==> src/rtl/pc_gen.sv <==
// Program counter generator: boot hold, sequential step, trap/branch
// redirects with a pending slot for redirects that arrive while fetch is held.
module pc_gen #(
    parameter int              XLEN       = 32,
    parameter logic [XLEN-1:0] RESET_ADDR = '0,
    parameter bit              C_EXT      = 1'b0,
    parameter bit              BOOT_WAIT  = 1'b1
) (
    input  logic            i_clk,
    input  logic            i_rst_n,
    input  logic            i_stall,
    input  logic            i_writing_first_addr,
    input  logic [XLEN-1:0] i_instr_start_addr,
    input  logic            i_trap,
    input  logic [XLEN-1:0] i_trap_vec,
    input  logic            i_is_branch_true,
    input  logic [XLEN-1:0] i_branch_addr,
    input  logic            i_instr_compressed,
    input  logic            i_fetch_ready,
    output logic            o_fetch_valid,
    output logic [XLEN-1:0] o_r_pc,
    output logic            o_misalign_exc,
    output logic [XLEN-1:0] o_misalign_addr
);

    typedef enum logic {
        S_IDLE = 1'b0,
        S_RUN  = 1'b1
    } state_e;

    localparam logic [XLEN-1:0] ALIGN_MASK = C_EXT ? XLEN'(1) : XLEN'(3);

    state_e          state_q, state_d;
    logic [XLEN-1:0] pc_q, pc_d;
    logic            pend_valid_q, pend_valid_d;
    logic            pend_is_trap_q, pend_is_trap_d;
    logic [XLEN-1:0] pend_addr_q, pend_addr_d;
    logic            misalign_q, misalign_d;
    logic [XLEN-1:0] misalign_addr_q, misalign_addr_d;

    logic            run;
    logic            advance;
    logic [XLEN-1:0] step;
    logic [XLEN-1:0] trap_tgt;
    logic            br_misaligned;
    logic            live_trap;
    logic            live_br;
    logic            bad_br;

    always_ff @(posedge i_clk) begin
        if (!i_rst_n) begin
            state_q <= BOOT_WAIT ? S_IDLE : S_RUN;
        end else begin
            state_q <= state_d;
        end
    end

    always_comb begin
        state_d = state_q;
        case (state_q)
            S_IDLE:  if (i_writing_first_addr) state_d = S_RUN;
            S_RUN:   state_d = S_RUN;
            default: state_d = S_IDLE;
        endcase
    end

    always_comb begin
        o_fetch_valid = (state_q == S_RUN);
    end

    // Writing a start address outranks everything, so it masks redirects.
    always_comb begin
        run           = (state_q == S_RUN);
        advance       = run & i_fetch_ready & ~i_stall;
        step          = (C_EXT && i_instr_compressed) ? XLEN'(2) : XLEN'(4);
        trap_tgt      = i_trap_vec & ~ALIGN_MASK;
        br_misaligned = |(i_branch_addr & ALIGN_MASK);
        live_trap     = run & ~i_writing_first_addr & i_trap;
        live_br       = run & ~i_writing_first_addr & ~i_trap
                        & i_is_branch_true & ~br_misaligned;
        bad_br        = run & ~i_writing_first_addr & ~i_trap
                        & i_is_branch_true & br_misaligned;
    end

    always_comb begin
        pc_d            = pc_q;
        pend_valid_d    = pend_valid_q;
        pend_is_trap_d  = pend_is_trap_q;
        pend_addr_d     = pend_addr_q;
        misalign_d      = bad_br;
        misalign_addr_d = bad_br ? i_branch_addr : misalign_addr_q;
        if (i_writing_first_addr) begin
            pc_d         = i_instr_start_addr;
            pend_valid_d = 1'b0;
        end else if (advance) begin
            if (live_trap) begin
                pc_d         = trap_tgt;
                pend_valid_d = 1'b0;
            end else if (live_br) begin
                pc_d         = i_branch_addr;
                pend_valid_d = 1'b0;
            end else if (bad_br) begin
                pc_d = pc_q;
            end else if (pend_valid_q) begin
                pc_d         = pend_addr_q;
                pend_valid_d = 1'b0;
            end else begin
                pc_d = pc_q + step;
            end
        end else if (live_trap) begin
            pend_valid_d   = 1'b1;
            pend_is_trap_d = 1'b1;
            pend_addr_d    = trap_tgt;
        end else if (live_br && !(pend_valid_q && pend_is_trap_q)) begin
            pend_valid_d   = 1'b1;
            pend_is_trap_d = 1'b0;
            pend_addr_d    = i_branch_addr;
        end
    end

    always_ff @(posedge i_clk) begin
        if (!i_rst_n) begin
            pc_q            <= RESET_ADDR;
            pend_valid_q    <= 1'b0;
            pend_is_trap_q  <= 1'b0;
            pend_addr_q     <= '0;
            misalign_q      <= 1'b0;
            misalign_addr_q <= '0;
        end else begin
            pc_q            <= pc_d;
            pend_valid_q    <= pend_valid_d;
            pend_is_trap_q  <= pend_is_trap_d;
            pend_addr_q     <= pend_addr_d;
            misalign_q      <= misalign_d;
            misalign_addr_q <= misalign_addr_d;
        end
    end

    assign o_r_pc          = pc_q;
    assign o_misalign_exc  = misalign_q;
    assign o_misalign_addr = misalign_addr_q;

endmodule

==> config.mk <==
export PLATFORM = sky130hd
export DESIGN_NAME = pc_gen
export DESIGN_NICKNAME = d
export VERILOG_FILES = /design/src/rtl/pc_gen.sv
export SDC_FILE = /design/constraint.sdc
export NUM_CORES = 1
export LEC_CHECK = 0
export ABC_AREA = 0
export BUFFER_PORTS_ARGS = -buffer_cell sky130_fd_sc_hd__buf_2
export CAP_MARGIN = 20
export CORE_MARGIN = 2
export CORE_UTILIZATION = 23
export CTS_CLUSTER_DIAMETER = 60
export DETAILED_ROUTE_END_ITERATION = 6
export PLACE_DENSITY_LB_ADDON = 0.2
export RECOVER_POWER = 100
export SLEW_MARGIN = 0
export SYNTH_ARGS = -nofsm -noshare
export SYNTH_HDL_FRONTEND = slang
export SYNTH_SLANG_ARGS = --single-unit
==> constraint.sdc <==
create_clock -name i_clk -period 1.92 [get_ports i_clk]
set_clock_uncertainty 0.1 [all_clocks]
set_input_delay 0.096 -clock i_clk [delete_from_list [all_inputs] [get_ports i_clk]]
set_output_delay 0.096 -clock i_clk [all_outputs]
set_load 0.01 [all_outputs]
Yosys cells after proc, flatten, opt, wreduce, memory -nomap -nowiden
Cells that the tools add are included.
{"block": "word_totals", "reg_bits": 100, "input_bits": 104, "wordCells": 54, "out_inout_bits": 66}
{"block": "op_classes", "add_sub_neg": 1, "mux": 18, "n_eq_ne": 2, "reduce_logical": 11, "bitwise_logic": 15}
{"operator": "32-bit two-way mux", "count": 8}
{"operator": "32-bit by 3-bit adder with 32-bit output (second input constant)", "count": 1}
{"operator": "1-bit two-way mux", "count": 9}
{"operator": "1-bit bitwise AND", "count": 8}
{"operator": "4-bit != test (second input constant)", "count": 2}
{"operator": "1-bit NOT", "count": 7}
{"operator": "2-bit AND reduction", "count": 2}
{"operator": "2-bit nonzero test", "count": 2}
{"operator": "2-bit OR reduction", "count": 2}
{"operator": "3-bit AND reduction", "count": 1}
{"operator": "3-bit nonzero test", "count": 1}
{"operator": "1-bit logical AND", "count": 2}
{"operator": "1-bit one-hot mux with 2 select lines", "count": 1}
{"operator": "1-bit logical NOT", "count": 1}

Longest topological paths before layout
{"block": "depth", "ltp_word": 10, "ltp_mapped": 8, "mapped_depth_nobuf": 6}

Worst setup path before layout
No wires, ideal clock.
{"block": "synth_timing", "path_kind": "reg2reg", "from": "register pc_q[2] (netlist: o_r_pc[2])", "to": "register pc_q[30] (netlist: o_r_pc[30])", "stages_incl_launch_ff": 7, "t_required_ns": 1.703, "setup_time_ns": 0.117, "arrival_time_ns": 1.709, "n_path_buf": 0, "synth_period_minus_slack_ns": 1.926, "path_slack_ns": -0.006, "path_cell_list": "dfxtp_1 ha_1 nand3_1 nor3_2 nand2_1 o31a_1 a32o_1"}
{"block": "synth_via", "elab_chain_len": 7}
{"item": "from (decl)", "line_no": "34", "rtl": "logic [XLEN-1:0] pc_q, pc_d;"}
{"item": "from (signal assigned)", "line_no": "130", "rtl": "pc_q <= pc_d;"}
{"item": "32-bit by 3-bit adder with 32-bit output", "line_no": "108", "rtl": "pc_d = pc_q + step;"}
{"item": "32-bit two-way mux", "line_no": "104", "rtl": "end else if (pend_valid_q) begin"}
{"item": "32-bit two-way mux", "line_no": "102", "rtl": "end else if (bad_br) begin"}
{"item": "32-bit two-way mux", "line_no": "99", "rtl": "end else if (live_br) begin"}
{"item": "32-bit two-way mux", "line_no": "96", "rtl": "if (live_trap) begin"}
{"item": "32-bit two-way mux", "line_no": "95", "rtl": "end else if (advance) begin"}
{"item": "32-bit two-way mux", "line_no": "92", "rtl": "if (i_writing_first_addr) begin"}
No other way between the ends. The select of a mux whose other input is x is not followed.
A chain may end at the register's enable or synchronous reset.

Worst setup path after layout
{"block": "layout_timing", "from": "register state_q (netlist: o_fetch_valid)", "to": "register pc_q[14] (netlist: o_r_pc[14])"}
{"block": "layout_via", "elab_chain_len": 8, "elab_cells_between_ends": 15, "cone_classes": "eq/ne (1); mux (4); bitwise (8); reduce/logical (2)"}
{"item": "from (decl)", "line_no": "33", "rtl": "state_e state_q, state_d;"}
{"item": "from (signal assigned)", "line_no": "52", "rtl": "state_q <= BOOT_WAIT ? S_IDLE : S_RUN;"}
{"item": "from (signal assigned)", "line_no": "54", "rtl": "state_q <= state_d;"}
{"item": "1-bit bitwise AND", "line_no": "78, 79, 81"}
{"item": "1-bit bitwise AND", "line_no": "79, 81"}
{"item": "1-bit bitwise AND", "line_no": "80, 82"}
{"item": "1-bit bitwise AND", "line_no": "80", "rtl": "& i_is_branch_true & ~br_misaligned;"}
{"item": "32-bit two-way mux", "line_no": "99"}
{"item": "32-bit two-way mux", "line_no": "96"}
{"item": "32-bit two-way mux", "line_no": "95"}
{"item": "32-bit two-way mux", "line_no": "92"}
Several ways; a longest one is shown, not always the timed one. The select of a mux whose other input is x is not followed.

==> summary.md <==
| Metric | Value |
|---|---|
| Status | `complete, but fails checks` |
| Violated checks | `DRC` |
| Gr ovfl total | `0` |
| Slew at the pin closest to its max-slew limit | `458.3 ps` |
| DP Wirelength | `16710 µm` |
| Max_cap viols | `0` |
| DRT Pass-1 Iters | `7` |
| Largest net degree at the start of global routing | `48` |
| Port Buffers | `166` |
| Clock sinks | `100` |
| Detailed-route via count | `6289` |
| Final nets | `1053` |
| GRT Util Overall | `18.46%` |
| Clock Latency Late Sink | `350 ps` |
| Fmax | `0.5245 GHz` |
| DIE HEIGHT | `155.6 µm` |
| Post-route ant nets | `0` |
| Worst Path Required | `2100 ps` |
| Htree depth | `3` |
| YS warnings | `0` |
| Cells after Synth | `666` |
| Chip width | `155.6 µm` |
| Relative slew margins | `69.41%` |
| RSZ-0062 raised after global routing | `yes` |
| Number of buffers created by CTS | `9` |
| Startpoint Class | `flip-flop` |
| Cell variety after synth | `67` |
| Synthesis-to-finish area growth | `54.11%` |
| Flop2flop setup slack | `10 ps` |
| Leakage | `3.520 nW` |
| CP Max Fanout | `8` |
| Starting Density | `23.42%` |
| Main area contributors after synthesis | `dfxtp_1, nand2_1, a21oi_1, a311oi_1, nand3_1` |
| Fill cells | `2376` |
| Top cell type's share of synthesized area | `37.87%` |
| Sequential cell area | `0.002008 mm²` |
| Multi-input gate area | `0.003105 mm²` |
| Largest buffer count on any clock path | `2` |
| Share of cells above drive strength 1 | `34.14%` |
| Clock transition at the registers of the reported paths | `70 ps` |
| Number of flops mapped to enable cells by yosys | `0` |
| Core Area | `0.02257 mm²` |
| Peak supply drop | `0.4198 mV` |
| Row cnt | `55` |
| Mapped Area | `0.005286 mm²` |
| Wirelength per Cell | `18.34 µm` |
| Post-synthesis sequential area ratio | `37.87%` |
| Full die area | `0.02421 mm²` |
| Syn nets | `771` |
| Power Density | `655.5 mW/mm²` |
| DRT Wirelength | `22690 µm` |
| Syn Area/Cell | `7.937 µm²` |
| Clock root buffer | `clkbuf_16` |
| Async SR Flop Fraction | `0%` |
| Yosys reg bits | `100` |
| Final period utilization | `99.30%` |
| Post-synth top area cell | `dfxtp_1` |
| GP Congestion | `0.8241` |
| Final setup vio count | `0` |
| Antenna violations before repair | `0` |
| CP arrival | `2090 ps` |
| WHS | `19.62 ps` |
| Initial drt markers | `568` |
| DP Cell Count | `1155` |
| Finished Layout Cells | `1237` |
| CTS tree | `yes` |
| CP Capture Type | `flip-flop` |
| Via density | `5.084` |
| I/O Pins | `170` |
| Critical path type | `reg -> reg` |
| # diodes | `0` |
| First-pass GRT wire length | `34770 µm` |
| Hold Path Class | `in -> reg` |
| Predominant post-synthesis flop cell | `dfxtp_1` |
| DRC viols | `1` |
| Pwr Total | `5.340 mW` |
| Vias in the first global route | `6091` |
| Tmin final | `1907 ps` |
| Final Hold Viols | `0` |
| Final Max Tran Viols | `0` |
[layout by cell type, fill, tap and decap left out, types with 4 or more instances in the layout]
cell type,instances
a21boi_0,14
a21oi_1,45
a221oi_1,4
a221oi_2,10
a222oi_1,12
a22o_1,13
a311oi_1,21
a32o_1,6
and2_1,4
and3_1,10
buf_12,8
buf_2,166
buf_4,92
clkbuf_16,10
dfxtp_1,97
dlygate4sd3_1,61
inv_1,6
mux2i_1,4
nand2_1,159
nand3_1,25
nand4_1,7
nor2_1,34
nor2_2,4
nor3_1,10
o211a_1,12
o21ai_0,20
o22ai_1,7
o311a_1,4
[what timing repair did]
action	in CTS	in global routing
setup buffers	0	5
pin swaps	0	4
hold buffers	61	0
endpoints found under the hold margin	60	0
gates cloned	0	1
setup endpoints to repair	31	40
gates resized for setup	11	17
[layout make-up]
cell class,instances,share of cell area [%]
Clock inverter,4,0.8908
Inverter,6,0.2765
Clock buffer,11,3.102
Tap cell,285,4.377
Multi-Input combinational cell,502,38.12
Timing Repair Buffer,329,28.58
Sequential cell,100,24.65
[through the flow]
step	TNS [ps]	instance area, µm²	utilization (%)	setup WS [ps]
global placement	-253.9	7028	31.14	-95.89
global route	-301.8	8147	36.09	-68.33
floorplan	0	5293	-	41.22
finish	0	8147	36.09	13.46
detailed placement	-566.3	7028	31.14	-125.1
CTS	0	8014	35.50	5.927
[worst max-delay path, cell delays in order, from the launching register on]
cell	delay, ps
dfxtp_4	370
a21o_1	220
a211o_1	310
buf_4	180
or3_1	360
and3_1	190
o22ai_1	110
[cells by family (layout without fill, tap and decap cells)]
logic type                 Yosys count  count (layout)  synth area share [%]
xor gates and xnor gates             1               1                0.1657
DFF                                100             100                 37.87
muxes                                4               4                0.7574
buffers and inverters               64             350                 5.822
adders and majority gates            1               1                0.2366
AOI/OAI and AO/OA                  215             215                 31.39
and+or+nand+nor                    281             281                 23.76
[metal layers]
metal  vias to the layer above  routed length, µm  track usage [%]
li1                       3054                  -                -
met1                      3009              10930            26.23
met2                       203              10050            28.40
met3                        23               1397            3.917
met4                         0                312            4.718
met5                         -                  0                0
[cell usage after synthesis (all sizes together) (13+ instances only)]
master  number
a311oi      22
nand2      159
nor3        13
a21boi      14
nor2        38
buf         25
a21oi       46
nand3       28
a221oi      14
dfxtp      100
a22o        13
o21ai       21
clkbuf      33
[where the power goes]
group          internal [mW]  switching (mW)  leakage [nW]
clock network           1.21           0.840         0.158
logic                  0.514           0.550          2.55
registers               2.16          0.0669         0.816
total                   3.88            1.46          3.52
[worst paths after layout]
kind                                          from                          endpoint  depth (start not counted)
setup / recovery          o_fetch_valid$_SDFF_PN0_           o_r_pc[14]$_SDFFE_PN0P_                          6
hold / removal               i_instr_start_addr[3]            o_r_pc[3]$_SDFFE_PN0P_                          3
setup reg to reg          o_fetch_valid$_SDFF_PN0_           o_r_pc[14]$_SDFFE_PN0P_                          6
hold reg to reg   o_misalign_addr[16]$_SDFFE_PN0P_  o_misalign_addr[16]$_SDFFE_PN0P_                          2
[flip-flops by register name, summed over array words and instances (netlist names)]
name,count
o_fetch_valid,1
o_misalign_addr,32
o_misalign_exc,1
o_r_pc,32
pend_addr_q,32
pend_is_trap_q,1
pend_valid_q,1
No activity file was read; power rests on OpenSTA's default activity.
